### src/rtl/int_divider64b_pkg.sv
// Shared definitions for the 64-bit iterative integer divider:
// operation encodings, controller state encoding and the default width.
package int_divider64b_pkg;

    localparam int XLEN_DEFAULT = 64;

    typedef enum logic [1:0] {
        OP_DIV  = 2'b00,
        OP_DIVU = 2'b01,
        OP_REM  = 2'b10,
        OP_REMU = 2'b11
    } op_e;

    typedef enum logic [2:0] {
        S_IDLE = 3'd0,
        S_PREP = 3'd1,
        S_ITER = 3'd2,
        S_FIX  = 3'd3,
        S_DONE = 3'd4
    } state_e;

    // DIV and REM treat operands as two's complement.
    function automatic logic op_is_signed(input op_e o);
        return (o == OP_DIV) || (o == OP_REM);
    endfunction

    // REM and REMU return the remainder instead of the quotient.
    function automatic logic op_is_rem(input op_e o);
        return (o == OP_REM) || (o == OP_REMU);
    endfunction

endpackage

### src/rtl/div_sub_stage.sv
// One restoring-division step: subtract the divisor from the shifted partial
// remainder and report whether the subtraction succeeded.
module div_sub_stage #(
    parameter int WIDTH = 65
) (
    input  logic [WIDTH-1:0] prem,
    input  logic [WIDTH-1:0] divisor,
    output logic [WIDTH-1:0] diff,
    output logic             q_bit
);

    // The shifted remainder is always below twice the divisor, so the top bit
    // of the full-width difference is exactly the borrow of the subtraction.
    always_comb begin
        diff  = prem - divisor;
        q_bit = ~diff[WIDTH-1];
    end

endmodule

### src/rtl/int_divider64b.sv
// Iterative signed/unsigned integer divider. Operands are reduced to
// magnitudes, divided with one restoring shift-subtract step per cycle,
// then the signs are reapplied. Division by zero and signed overflow
// bypass the iteration and finish one cycle after the request.
module int_divider64b
    import int_divider64b_pkg::*;
#(
    parameter int XLEN = XLEN_DEFAULT
) (
    input  logic            clk,
    input  logic            rst_n,
    input  logic            start,
    input  logic [1:0]      op,
    input  logic [XLEN-1:0] a,
    input  logic [XLEN-1:0] b,
    output logic            busy,
    output logic            done,
    output logic [XLEN-1:0] result
);

    localparam int                CNT_W     = $clog2(XLEN + 1);
    localparam logic [CNT_W-1:0]  LAST_STEP = CNT_W'(XLEN - 1);
    localparam logic [XLEN-1:0]   MOST_NEG  = {1'b1, {(XLEN-1){1'b0}}};

    state_e state, state_nxt;

    // Captured operation. opa holds the raw dividend until PREP, then its
    // magnitude, which shifts out MSB-first while quotient bits shift in.
    op_e             op_q;
    logic [XLEN-1:0] opa;
    logic [XLEN-1:0] opb;
    logic [XLEN:0]   prem;
    logic [CNT_W-1:0] cnt;
    logic            q_neg;
    logic            r_neg;

    logic            div_zero;
    logic            sgn_ovf;
    logic            special;
    logic [XLEN-1:0] special_result;
    logic [XLEN-1:0] mag_a;
    logic [XLEN-1:0] mag_b;
    logic [XLEN:0]   prem_shift;
    logic [XLEN:0]   sub_diff;
    logic            q_bit;
    logic [XLEN-1:0] quot_fixed;
    logic [XLEN-1:0] rem_fixed;

    // Special-case detection and the result those cases produce directly.
    always_comb begin
        // NOTE: every signal assigned in a combinational block gets a default first so no path can infer a latch.
        special_result = '0;
        div_zero       = (opb == '0);
        sgn_ovf        = op_is_signed(op_q) && (opa == MOST_NEG) && (opb == '1);
        special        = div_zero || sgn_ovf;
        if (div_zero) begin
            special_result = op_is_rem(op_q) ? opa : '1;
        end else if (sgn_ovf) begin
            special_result = op_is_rem(op_q) ? '0 : opa;
        end
    end

    // Operand magnitudes for the unsigned core.
    always_comb begin
        mag_a = (op_is_signed(op_q) && opa[XLEN-1]) ? -opa : opa;
        mag_b = (op_is_signed(op_q) && opb[XLEN-1]) ? -opb : opb;
    end

    // Shift the next dividend bit into the partial remainder.
    always_comb begin
        prem_shift = (prem << 1) | {{XLEN{1'b0}}, opa[XLEN-1]};
    end

    div_sub_stage #(
        .WIDTH (XLEN + 1)
    ) u_sub_stage (
        .prem    (prem_shift),
        .divisor ({1'b0, opb}),
        .diff    (sub_diff),
        .q_bit   (q_bit)
    );

    // Sign correction: quotient truncates toward zero, remainder follows the dividend.
    always_comb begin
        quot_fixed = q_neg ? -opa : opa;
        rem_fixed  = r_neg ? -prem[XLEN-1:0] : prem[XLEN-1:0];
    end

    // Controller state register.
    always_ff @(posedge clk or negedge rst_n) begin
        // NOTE: sequential state always uses non-blocking assignments so every flop samples pre-edge values.
        if (!rst_n) begin
            state <= S_IDLE;
        end else begin
            state <= state_nxt;
        end
    end

    // Controller next-state logic.
    always_comb begin
        state_nxt = state;
        case (state)
            S_IDLE: if (start) state_nxt = S_PREP;
            S_PREP: state_nxt = special ? S_DONE : S_ITER;
            S_ITER: if (cnt == LAST_STEP) state_nxt = S_FIX;
            S_FIX:  state_nxt = S_DONE;
            S_DONE: state_nxt = S_IDLE;
            default: state_nxt = S_IDLE;
        endcase
    end

    // Controller outputs decoded from the current state.
    always_comb begin
        busy = (state != S_IDLE);
        done = (state == S_DONE);
    end

    // Datapath: capture, prepare magnitudes, iterate, and load the result.
    always_ff @(posedge clk or negedge rst_n) begin
        if (!rst_n) begin
            // NOTE: datapath registers are cleared too, so an aborted operation leaves nothing behind for the next one.
            op_q   <= OP_DIV;
            opa    <= '0;
            opb    <= '0;
            prem   <= '0;
            cnt    <= '0;
            q_neg  <= 1'b0;
            r_neg  <= 1'b0;
            result <= '0;
        end else begin
            case (state)
                S_IDLE: begin
                    if (start) begin
                        op_q <= op_e'(op);
                        opa  <= a;
                        opb  <= b;
                    end
                end
                S_PREP: begin
                    if (special) begin
                        result <= special_result;
                    end else begin
                        opa   <= mag_a;
                        opb   <= mag_b;
                        prem  <= '0;
                        cnt   <= '0;
                        q_neg <= op_is_signed(op_q) && (opa[XLEN-1] ^ opb[XLEN-1]);
                        r_neg <= op_is_signed(op_q) && opa[XLEN-1];
                    end
                end
                S_ITER: begin
                    prem <= q_bit ? sub_diff : prem_shift;
                    opa  <= {opa[XLEN-2:0], q_bit};
                    cnt  <= cnt + CNT_W'(1);
                end
                S_FIX: begin
                    result <= op_is_rem(op_q) ? rem_fixed : quot_fixed;
                end
                default: ;
            endcase
        end
    end

endmodule

### config.mk
export PLATFORM = sky130hd
export DESIGN_NAME = int_divider64b
export DESIGN_NICKNAME = d
export VERILOG_FILES = /design/src/rtl/int_divider64b_pkg.sv /design/src/rtl/div_sub_stage.sv /design/src/rtl/int_divider64b.sv
export SDC_FILE = /design/constraint.sdc
export NUM_CORES = 1
export LEC_CHECK = 0
export ABC_AREA = 1
export CORE_MARGIN = 2
export CORE_UTILIZATION = 40
export DETAILED_ROUTE_END_ITERATION = 10
export GPL_TIMING_DRIVEN = 0
export HOLD_SLACK_MARGIN = 0.02
export PLACE_DENSITY_LB_ADDON = 0.1
export SLEW_MARGIN = 10
export SYNTH_ARGS = -nofsm -noshare
export SYNTH_HDL_FRONTEND = slang
export SYNTH_SLANG_ARGS = --single-unit
### constraint.sdc
create_clock -name clk -period 2.9 [get_ports clk]
set_input_delay 0.87 -clock clk [delete_from_list [all_inputs] [get_ports clk]]
set_output_delay 0.87 -clock clk [all_outputs]
set_load 0.01 [all_outputs]
; Word-level counts from Yosys, hierarchy flattened
; Cells that the tools add are included.
[word_totals]
ff_bits = 270
in_bits = 133
output_inout_bits = 66
wordCells = 82
[op_classes]
n_addsub = 5
eq_ne = 15
mux = 26
bitwise = 4
reduce_logical = 23
[ops]
columns = operator, n
row1 = 64-bit two-way mux, 16
row2 = 64-bit one-hot mux with 2 select lines, 3
row3 = 64-bit negator, 3
row4 = 64-bit one-hot mux with 3 select lines, 1
row5 = 64-bit equality test (second input constant), 2
row6 = 65-bit by 1-bit bitwise OR with 65-bit output, 1
row7 = 65-bit by 64-bit subtractor with 65-bit output, 1
row8 = 64-bit logical NOT, 1
row9 = 7-bit one-hot mux with 2 select lines, 1
row10 = 2-bit inequality test (second input constant), 6
row11 = 3-bit one-hot mux with 4 select lines, 1
row12 = 2-bit AND reduction, 5
row13 = 3-bit two-way mux, 3
row14 = 4-bit AND reduction, 2
row15 = 7-bit by 1-bit adder with 7-bit output (second input constant), 1
row16 = 7-bit by 6-bit equality test with 1-bit output (second input constant), 1
row17 = 7-bit two-way mux, 1
row18 = 3-bit by 2-bit equality test with 1-bit output (second input constant), 2
row19 = 2-bit nonzero test, 3
row20 = 3-bit nonzero test, 2
row21 = 1-bit logical AND, 5
row22 = 2-bit equality test (second input constant), 2
row23 = 3-bit by 1-bit equality test with 1-bit output (second input constant), 1
row24 = 3-bit equality test (second input constant), 1
row25 = other kinds (5), 8

; Longest topological paths before layout
[depth]
word_depth = 8
ltp_mapped = 21
depth_no_buf = 19

; Modules after synthesis
; A second synthesis with hierarchy kept.
[hier_totals]
cells_unflattened = 5231
hier_area_um2 = 29281.8
[by_module_without_submodules]
columns = mod, n_inst, cells_per_inst, area_each_um2, seq_area_each_um2
row1 = int_divider64b, 1, 3835, 22828.1, 6756.5
row2 = div_sub_stage, 1, 1396, 6453.7, 0.0

; Worst setup path before layout
; OpenSTA, ideal clock, no wires.
[synth_path]
path_type = flip-flop to flip-flop
startpoint = reg opa[63]
endpoint = reg prem[13]
arrival_ns = 2.456
setup_slack_ns = 0.326
path_stages_with_launch = 22
synth_period_minus_slack_ns = 2.574
cell_sequence = dfrtp_1 -> inv_2 -> ha_1 -> fa_1 -> inv_1 -> nand2_1 -> nand2_1 -> nand3_1 -> nand2_1 -> nand2_1 -> nand2_1 -> nand2_1 -> nand2_1 -> nand2_2 -> nand2_2 -> nand2_2 -> nand2_1 -> buf_6 -> buf_6 -> nand2_1 -> nand3_1 -> nand2_1
[synth_between]
elab_chain_cells = 6
elab_cells_between_ends = 10
cone_classes = 1 x add/sub / 2 x eq/ne / 2 x mux / 1 x bitwise / 4 x reduce/logical
[synth_rtl]
columns = item, line
row1 = "start, declared", int_divider64b.sv:30  ; logic [XLEN-1:0] opa;
row2 = "start signal, assigned", int_divider64b.sv:143  ; opa <= mag_a;
row3 = "start signal, assigned", int_divider64b.sv:153  ; opa <= {opa[XLEN-2:0], q_bit};
row4 = "parallel branches: the longest is 6 deep, another holds 65-bit by 64-bit subtractor with 65-bit output", -
row5 = "end signal, assigned", int_divider64b.sv:152  ; prem <= q_bit ? sub_diff : prem_shift;
row6 = "end, declared", int_divider64b.sv:32  ; logic [XLEN:0] prem;
; Parallel ways; which one is timed is not known.
; A chain may end at the register's enable or synchronous reset.

; Worst setup path after layout
[layout_path]
startpoint = reg opb[61]
endpoint = reg prem[54]
[layout_between]
elab_chain_cells = 5
elab_cells_between_ends = 9
cone_classes = 1 x add/sub / 2 x eq/ne / 2 x mux / 4 x reduce/logical
[layout_rtl]
columns = item, line
row1 = "start, declared", int_divider64b.sv:31  ; logic [XLEN-1:0] opb;
row2 = "start signal, assigned", int_divider64b.sv:144  ; opb <= mag_b;
row3 = "parallel branches: the longest is 5 deep, another holds 65-bit by 64-bit subtractor with 65-bit output", -
; Parallel ways; which one is timed is not known.

==> run metrics <==
fin crit share 100.9%; Pleak 17.51 nW; Hold Vio Cnt, Final 0; initial DRC count 4496; DR vias/cell 5.644; Non-Filler Instances 6245; Area Overhead vs Synth 25.23%; first-pass GRT wire length 216.0 mm; post-synth top area share 25.28%; Synth area leaders nand2_1 (25%), dfrtp_1 (24%), nand3_1 (9.7%); Sw Pwr 0.02089 W; top_reg_cell synth dfrtp_1; Worst R2R Path Depth 15; Fill cells 7403; Cells after DPL 6072; P per Cell Area 1053 nW/um2; Die Width 268.1 um; Port-buffer cells 198; worst-path maximum fanout 8; combinational share of power 67.9%; top-count cell post-synth nand2_1; proportion of power drawn by the clock network 12.8%; status finished, violations left; Nets 5493; register area share after synthesis 24.22%; Worst-path clk slew 0.06 ns; Max VDD drop 0.7175 mV; share of power burned in registers 19.3%; sw frac 56.81%; R2R setup slack -0.03 ns; synthesized instance count 4939; initial antenna violation count 3; Critical R2R Launch opb[61]; Final ANT Viol Nets 0; Clock Tree Buf Depth 3; area leader, netlist nand2_1; CTS tree done; Syn Area/Cell 5.648 um2; violations in the final reports negative setup slack; share of cells above drive strength 1 12.20%; Synthesis Warnings 0; DP Wirelength 123.8 mm; crit path launch type flop; worst r2r dst prem[54]; Setup WS post-layout -0.02707 ns; Yosys reg bits 270; worst hold path class in2async; drt first pass iters 7; # DRC 0; post-synth cell types 54; core area 68830 um2; clk_skew 0.05261 ns; hold buffer count at cts 0; Tmin final 2.927 ns; Crit. End Element flop; Worst EP arrival 3.35 ns; vias in the first global route 31780; Worst Max-Slew Pin Slew 1.414 ns; CTS Sinks 270; Post-synth top cells nand2_1 (1879), nor2_1 (626), inv_1 (576); Pins Over Slew Limit 0; GRT overflow 0; RSZ-0062 raised after global routing true; Initial Utilization 40.53%; slew margin rel. 5.764%; Routed WL per cell 24.47 um; asr flop ratio synth 100.0%; CTS Buf Count 36; I/O pin total 199; mapped cell area 27890 um2; Die H 268.1 um; Root Driver clkbuf_16; Post-synth EDFFs 0; pin count of the biggest net entering global routing 94; Setup TNS -0.1302 ns; fmax 341.6 MHz; H-tree Lvls 2; final WL 152.8 mm; Tot GR Track Use 41.46%; site row count 96; Max Cap Violations 0; Worst-Skew Late Latency 0.59 ns; Int Pwr 0.01588 W; Final Wtd Congestion 1.058; DP Worst Slack -0.6989 ns; Die ar. 71860 um2; Setup CP Type reg2reg; Vias 35250; Post-Syn Nets 5142; Finish-stage setup viols 9; Req. time, crit path 3.33 ns
[state kept, by name (all words and copies together), names as in the netlist]
| register | count |
|---|---|
| opa | 64 |
| state | 3 |
| opb | 64 |
| result | 64 |
| prem | 64 |
| cnt | 7 |
| op_q | 2 |
| r_neg | 1 |
| q_neg | 1 |
[how the worst max path moves through the flow]
stage	from	end	slack (ns)	cells after the start
after floorplan	opa[63]	prem[13]	0.33	21
after global placement	rst_n	result[44]	-11.90	1
after detailed placement	opb[1]	result[45]	-0.70	14
after CTS	opb[1]	prem[55]	0.0003	18
after global routing	opb[61]	prem[49]	-0.07	15
final	opb[61]	prem[54]	-0.03	15
[cell type report]
class,count,area (um2),area share (%)
Antenna cell,1,2.502,0.007164
Buffer,161,1003,2.873
Clock buffer,50,1026,2.937
Clock inverter,11,148.9,0.4262
Inverter,590,2336,6.687
Multi-Input combinational cell,3918,19400,55.54
Sequential cell,270,6815,19.51
Tap cell,931,1165,3.335
Timing Repair Buffer,313,3033,8.683
[layout by cell type, fill, tap and decap left out, drive strengths merged, types with 2 or more instances in the layout]
| cell | n |
|---|---|
| nand4 | 58 |
| and2 | 7 |
| clkinv | 10 |
| clkbuf | 136 |
| nand2 | 1891 |
| nand3 | 550 |
| nor4 | 2 |
| a21boi | 2 |
| clkinvlp | 24 |
| nor2 | 644 |
| a21o | 2 |
| clkdlybuf4s50 | 197 |
| nand3b | 21 |
| mux2i | 15 |
| dfrtp | 270 |
| a21oi | 244 |
| o21ai | 177 |
| xor2 | 73 |
| o221ai | 7 |
| or2 | 3 |
| o22ai | 7 |
| o21bai | 26 |
| nor3 | 50 |
| buf | 190 |
| xnor2 | 15 |
| o31ai | 2 |
| inv | 564 |
| ha | 69 |
| bufinv | 3 |
| a31oi | 2 |
| o211ai | 43 |
[layer usage]
| metal | track usage (%) | up-vias | wire [um] |
|---|---|---|---|
| li1 | - | 16380 | - |
| met1 | 60.01 | 16550 | 66240 |
| met5 | 0 | - | 0 |
| met3 | 10.06 | 302 | 18780 |
| met2 | 59.21 | 2012 | 61450 |
| met4 | 14.99 | 0 | 6319 |
[timing repair]
item	CTS	global route
gates resized for setup	243	241
endpoints found under the setup margin	257	256
buffers inserted	61	47
pin swaps	14	34
cloned	2	3
[power groups by stage]
stage	clock network (W)	registers (W)	logic, W
after floorplan	0	0.00656	0.0128
after global placement	0	0.00697	0.0214
after detailed placement	0	0.00694	0.0215
after CTS	0.00471	0.00694	0.0230
after global routing	0.00485	0.00720	0.0264
final	0.00471	0.00709	0.0250
[cells by family after synthesis]
family,Yosys count,share of synthesized area (%)
compound gates,518,10.52
xor+xnor,88,2.763
fa+ha+maj,70,3.167
buf+inv,752,10.98
flops,270,24.22
mux,15,0.5382
simple gates,3226,47.82
[metrics by stage]
step | area (um2) | hold slack (ns) | util, % | total power, W
CTS | 33740 | 0.08642 | 49.02 | 0.03463
floorplan | 27890 | 0.4530 | - | 0.01937
detailed placement | 31140 | 0.4600 | 45.25 | 0.02842
finish | 34930 | 0.1051 | 50.75 | 0.03677
global route | 34930 | 0.1044 | 50.75 | 0.03844
global placement | 31040 | 0.4577 | 45.10 | 0.02836
[critical path: stages (launching register included)]
cell and delay (ns):
dfrtp_2 0.44, clkinvlp_4 0.30, ha_4 0.41, nand2_1 0.12, nor3_2 0.20, nand2_2 0.14
nor3_4 0.22, nand2_4 0.11, nand2_4 0.11, nand2_8 0.10, nand2_4 0.10, buf_12 0.16
clkbuf_16 0.16, nand2_1 0.05, nand3_1 0.07, nand2_1 0.07
No activity file was read; power rests on OpenSTA's default activity.
